==> src/rtl/fifo_sync_prog.sv <==
// Single-clock FIFO with programmable almost-full/almost-empty thresholds,
// occupancy count, sticky overflow/underflow flags and FWFT or registered read.
module fifo_sync_prog #(
  parameter int unsigned DSIZE      = 8,
  parameter int unsigned ASIZE      = 4,
  parameter int unsigned AFULL_LVL  = 12,
  parameter int unsigned AEMPTY_LVL = 4,
  parameter int unsigned FWFT       = 1
) (
  input  logic             clk,
  input  logic             rst,
  input  logic             winc,
  input  logic [DSIZE-1:0] wdata,
  output logic             wfull,
  output logic             walmost_full,
  input  logic             rinc,
  output logic [DSIZE-1:0] rdata,
  output logic             rempty,
  output logic             ralmost_empty,
  output logic [ASIZE:0]   count,
  output logic             overflow,
  output logic             underflow
);

  localparam int unsigned DEPTH = 1 << ASIZE;
  localparam int unsigned PW    = ASIZE + 1;

  localparam logic [PW-1:0] CNT_FULL   = PW'(DEPTH);
  localparam logic [PW-1:0] CNT_AFULL  = PW'(AFULL_LVL);
  localparam logic [PW-1:0] CNT_AEMPTY = PW'(AEMPTY_LVL);

  logic [DSIZE-1:0] mem [DEPTH];

  logic [PW-1:0] wptr_q, wptr_d;
  logic [PW-1:0] rptr_q, rptr_d;
  logic [PW-1:0] count_q, count_d;
  logic          wfull_q, wfull_d;
  logic          rempty_q, rempty_d;
  logic          walmost_full_q, walmost_full_d;
  logic          ralmost_empty_q, ralmost_empty_d;
  logic          overflow_q, overflow_d;
  logic          underflow_q, underflow_d;
  logic          wr_en, rd_en;

  // Flags are registered copies of what the next count will be, so they
  // change together with count and never depend combinationally on winc/rinc.
  always_comb begin
    wr_en           = winc && !wfull_q;
    rd_en           = rinc && !rempty_q;
    wptr_d          = wptr_q;
    rptr_d          = rptr_q;
    count_d         = count_q;
    overflow_d      = overflow_q | (winc & wfull_q);
    underflow_d     = underflow_q | (rinc & rempty_q);
    if (wr_en) wptr_d = wptr_q + PW'(1);
    if (rd_en) rptr_d = rptr_q + PW'(1);
    if (wr_en && !rd_en)      count_d = count_q + PW'(1);
    else if (rd_en && !wr_en) count_d = count_q - PW'(1);
    wfull_d         = (count_d == CNT_FULL);
    rempty_d        = (count_d == '0);
    walmost_full_d  = (count_d >= CNT_AFULL);
    ralmost_empty_d = (count_d <= CNT_AEMPTY);
  end

  always_ff @(posedge clk or posedge rst) begin
    if (rst) begin
      wptr_q          <= '0;
      rptr_q          <= '0;
      count_q         <= '0;
      wfull_q         <= 1'b0;
      rempty_q        <= 1'b1;
      walmost_full_q  <= 1'b0;
      ralmost_empty_q <= 1'b1;
      overflow_q      <= 1'b0;
      underflow_q     <= 1'b0;
    end else begin
      wptr_q          <= wptr_d;
      rptr_q          <= rptr_d;
      count_q         <= count_d;
      wfull_q         <= wfull_d;
      rempty_q        <= rempty_d;
      walmost_full_q  <= walmost_full_d;
      ralmost_empty_q <= ralmost_empty_d;
      overflow_q      <= overflow_d;
      underflow_q     <= underflow_d;
    end
  end

  // Storage array is deliberately not reset.
  always_ff @(posedge clk) begin
    if (wr_en) mem[wptr_q[ASIZE-1:0]] <= wdata;
  end

  if (FWFT != 0) begin : g_fwft
    assign rdata = mem[rptr_q[ASIZE-1:0]];
  end else begin : g_reg
    logic [DSIZE-1:0] rdata_q, rdata_d;

    always_comb begin
      rdata_d = rdata_q;
      if (rd_en) rdata_d = mem[rptr_q[ASIZE-1:0]];
    end

    always_ff @(posedge clk or posedge rst) begin
      if (rst) rdata_q <= '0;
      else     rdata_q <= rdata_d;
    end

    assign rdata = rdata_q;
  end

  assign wfull         = wfull_q;
  assign rempty        = rempty_q;
  assign walmost_full  = walmost_full_q;
  assign ralmost_empty = ralmost_empty_q;
  assign count         = count_q;
  assign overflow      = overflow_q;
  assign underflow     = underflow_q;

endmodule
==> config.mk <==
export PLATFORM = sky130hd
export DESIGN_NAME = fifo_sync_prog
export DESIGN_NICKNAME = d
export VERILOG_FILES = /design/src/rtl/fifo_sync_prog.sv
export SDC_FILE = /design/constraint.sdc
export NUM_CORES = 1
export LEC_CHECK = 0
export BUFFER_PORTS_ARGS = -buffer_cell sky130_fd_sc_hd__buf_2
export CORE_UTILIZATION = 35
export CTS_CLUSTER_DIAMETER = 60
export DETAILED_ROUTE_END_ITERATION = 8
export HOLD_SLACK_MARGIN = 0.05
export REMOVE_ABC_BUFFERS = 1
export SLEW_MARGIN = 20
export SYNTH_ARGS = -nofsm -noshare
export SYNTH_HDL_FRONTEND = slang
export SYNTH_SLANG_ARGS = --single-unit
==> constraint.sdc <==
create_clock -name clk -period 4.3 [get_ports clk]
set_input_delay 1.29 -clock clk [delete_from_list [all_inputs] [get_ports clk]]
set_output_delay 1.29 -clock clk [all_outputs]
set_load 0.005 [all_outputs]
==> metrics.txt <==
Reg clk slew, reported paths=0.05 ns; vias in the first global route=3203; total CTS buffers=17; top cell type's share of synthesized area=63.42%; wire length on met1=5151 µm; status=finished, final reports clean; Slew Limit Fails=0; Avg WL per Cell=18.37 µm; max layer used=met4; HP Class=flip-flop to flip-flop; PortBufs=30; DRT antenna net count=0; detailed-route DRC error count=0; die area=17850 µm²; setup bufs post-CTS=0; endpoints failing hold=0; Ys Warns=0; n_diodes=0; Mapped Area=6061 µm²; Least-Margin Pin Slew=0.7101 ns; critical path class=flip-flop to output port; DP Worst Slack=0.9769 ns; layout cell share with drive strength beyond 1=27.16%; global route total overflow=0; Post-Layout Cell Count=614; Core ar.=16760 µm²; Pwr per Cell Area=679.5 nW/µm²; CP required=3.01 ns; dpl cells=582; met3 wire length=325 µm; CTS tree=built; commonest non-fill, non-tap cell in the layout=edfxtp_1; slowest CP cell=dfrtp_2; Critical Path Sink Type=output port; HPWL after DPL=7521 µm; # fillers=1512; Total GRT Usage=13.94%; Post-Route WL=11280 µm; Initial DRT Pass Iterations=4; max_cap viols=0; Starting DRT DRC Count=261; Yosys cell types=43; RSZ-0062 raised after global routing=no; hold buffer count at CTS=0; top post-synthesis cells by area=edfxtp_1 63%, dfrtp_1 7.0%, mux4_2 5.9%, mux2i_1 4.0%, and2_1 1.8%; min Tclk post-route=3.776 ns; Post-synth EDFFs=128; Fin Setup TNS=0 ns; largest net degree at the start of global routing=36; nets@finish=400; crit-path max FO=35; layout overhead on the synthesized area=15.48%; setup ws final=0.5245 ns; Worst-Skew Late Latency=0.41 ns; Rows=47; Synth Register Bits=147; critical path launch point type=flip-flop; maximum VDD drop=0.2482 mV; Finish-stage setup viols=0; Async S/R FF share, synth=12.93%; sequential area share after synthesis=71.30%; post-CTS resize count=0; slowest stage delay, CP=0.66 ns; Period Utilization, post-route=87.80%; GP Congestion=0.7332; vias per inst=4.948; Die X=133.6 µm; Via Count=3038; Max H-tree Level=4; final core occ=41.76%; Post-synth top flop=edfxtp_1; Starting Density=36.16%; Die Y=133.6 µm; Arrival @ worst endpoint=2.49 ns; static leakage=0.002459 µW; commonest non-fill, non-tap cells in the layout=128 x edfxtp_1, 30 x buf_2, 24 x mux2i_1; antenna violations before repair=0; Post-Syn Instances=344; critical path cell sequence=buf_12 > mux4_2 > a22oi_1 > nand2_1 > buf_2; I/O pin cnt=31; Syn Area/Cell=17.62 µm²; Synth area leader=edfxtp_1; Fmax=264.9 MHz; CTS sink cnt=147; Root Driver=clkbuf_16; Pwr Total=4756 µW; Rel. slew slack=52.61%; clk_skew=0.009262 ns; Max clock buf depth=2; met2 routed WL=5656 µm; global-route wire length before repair=18150 µm
## report_power, final
part           internal, µW  total (µW)  switching (µW)  leakage, µW
clock network           857        1420             564     0.000279
logic                   615        1380             764     0.000802
registers              1770        1960             188      0.00138
total                  3240        4760            1520      0.00246
## per-layer routing
layer	vias up	GRT usage [%]
met5	-	0
met4	0	5.682
met3	10	3.501
met2	45	22.80
met1	1564	17.70
li1	1419	-
## metrics by stage
stage	instance area, µm²	hold slack (ns)
after detailed placement	6421	0.4394
after global placement	6421	0.4319
after global routing	6999	0.4636
after CTS	6999	0.4532
final	6999	0.4518
after floorplan	5959	0.4510
## area by class of cell
cell class / instances / area, µm² / share of cell area, %
Timing Repair Buffer: 33 / 185.2 / 2.646
Multi-Input combinational cell: 176 / 1615 / 23.08
Clock inverter: 15 / 152.6 / 2.181
Inverter: 6 / 22.52 / 0.3218
Sequential cell: 147 / 4323 / 61.76
Clock buffer: 17 / 425.4 / 6.078
Tap cell: 220 / 275.3 / 3.933
## synth_stat cells, types with 4 or more instances
| library cell | number |
|---|---|
| dfrtp_1 | 17 |
| buf_6 | 4 |
| xnor2_1 | 7 |
| a22oi_1 | 8 |
| nand2_1 | 17 |
| and2_1 | 17 |
| a21oi_1 | 8 |
| nor2_1 | 4 |
| clkbuf_1 | 4 |
| ha_1 | 7 |
| a221oi_1 | 8 |
| o21ai_0 | 20 |
| mux2i_1 | 24 |
| mux4_2 | 16 |
| inv_1 | 5 |
| edfxtp_1 | 128 |
| mux2_2 | 8 |
| nand3_1 | 5 |
## final timing paths
kind,from,to,slack (ns),cells past startpoint
setup / recovery,rptr_q[0]$_DFFE_PP0P_,rdata[5],0.52,5
hold / removal,overflow$_DFF_PP0_,overflow$_DFF_PP0_,0.45,1
setup reg to reg,wfull$_DFF_PP0_,mem[4][4]$_DFFE_PP_,2.33,4
hold reg to reg,overflow$_DFF_PP0_,overflow$_DFF_PP0_,0.45,1
max in group asynchronous,rst,rptr_q[0]$_DFFE_PP0P_,2.82,2
min in group asynchronous,rst,rptr_q[3]$_DFFE_PP0P_,0.99,2
## flip-flops by register name (all words and copies together) (netlist names)
signal,count
ralmost_empty,1
walmost_full,1
underflow,1
wfull,1
rempty,1
mem,128
overflow,1
count,5
wptr_q,4
rptr_q,4
## worst max-delay path, delay by kind of cell, from the launching register on
kind | cells | cell delay, ns
flip-flops | 1 | 0.66
AO/OA/AOI/OAI | 1 | 0.22
buffers and inverters | 2 | 0.48
AND/OR/NAND/NOR | 1 | 0.13
multiplexers | 1 | 0.55
## cells by family after synthesis
kind of cell               synth area share (%)
adders and majority gates                 1.445
xor gates and xnor gates                  1.817
DFF                                       71.30
AOI/OAI and AO/OA                         6.214
muxes                                     11.40
and+or+nand+nor                           5.780
buffers and inverters                     2.043
Note: power is estimated with default switching activity, not from simulation.
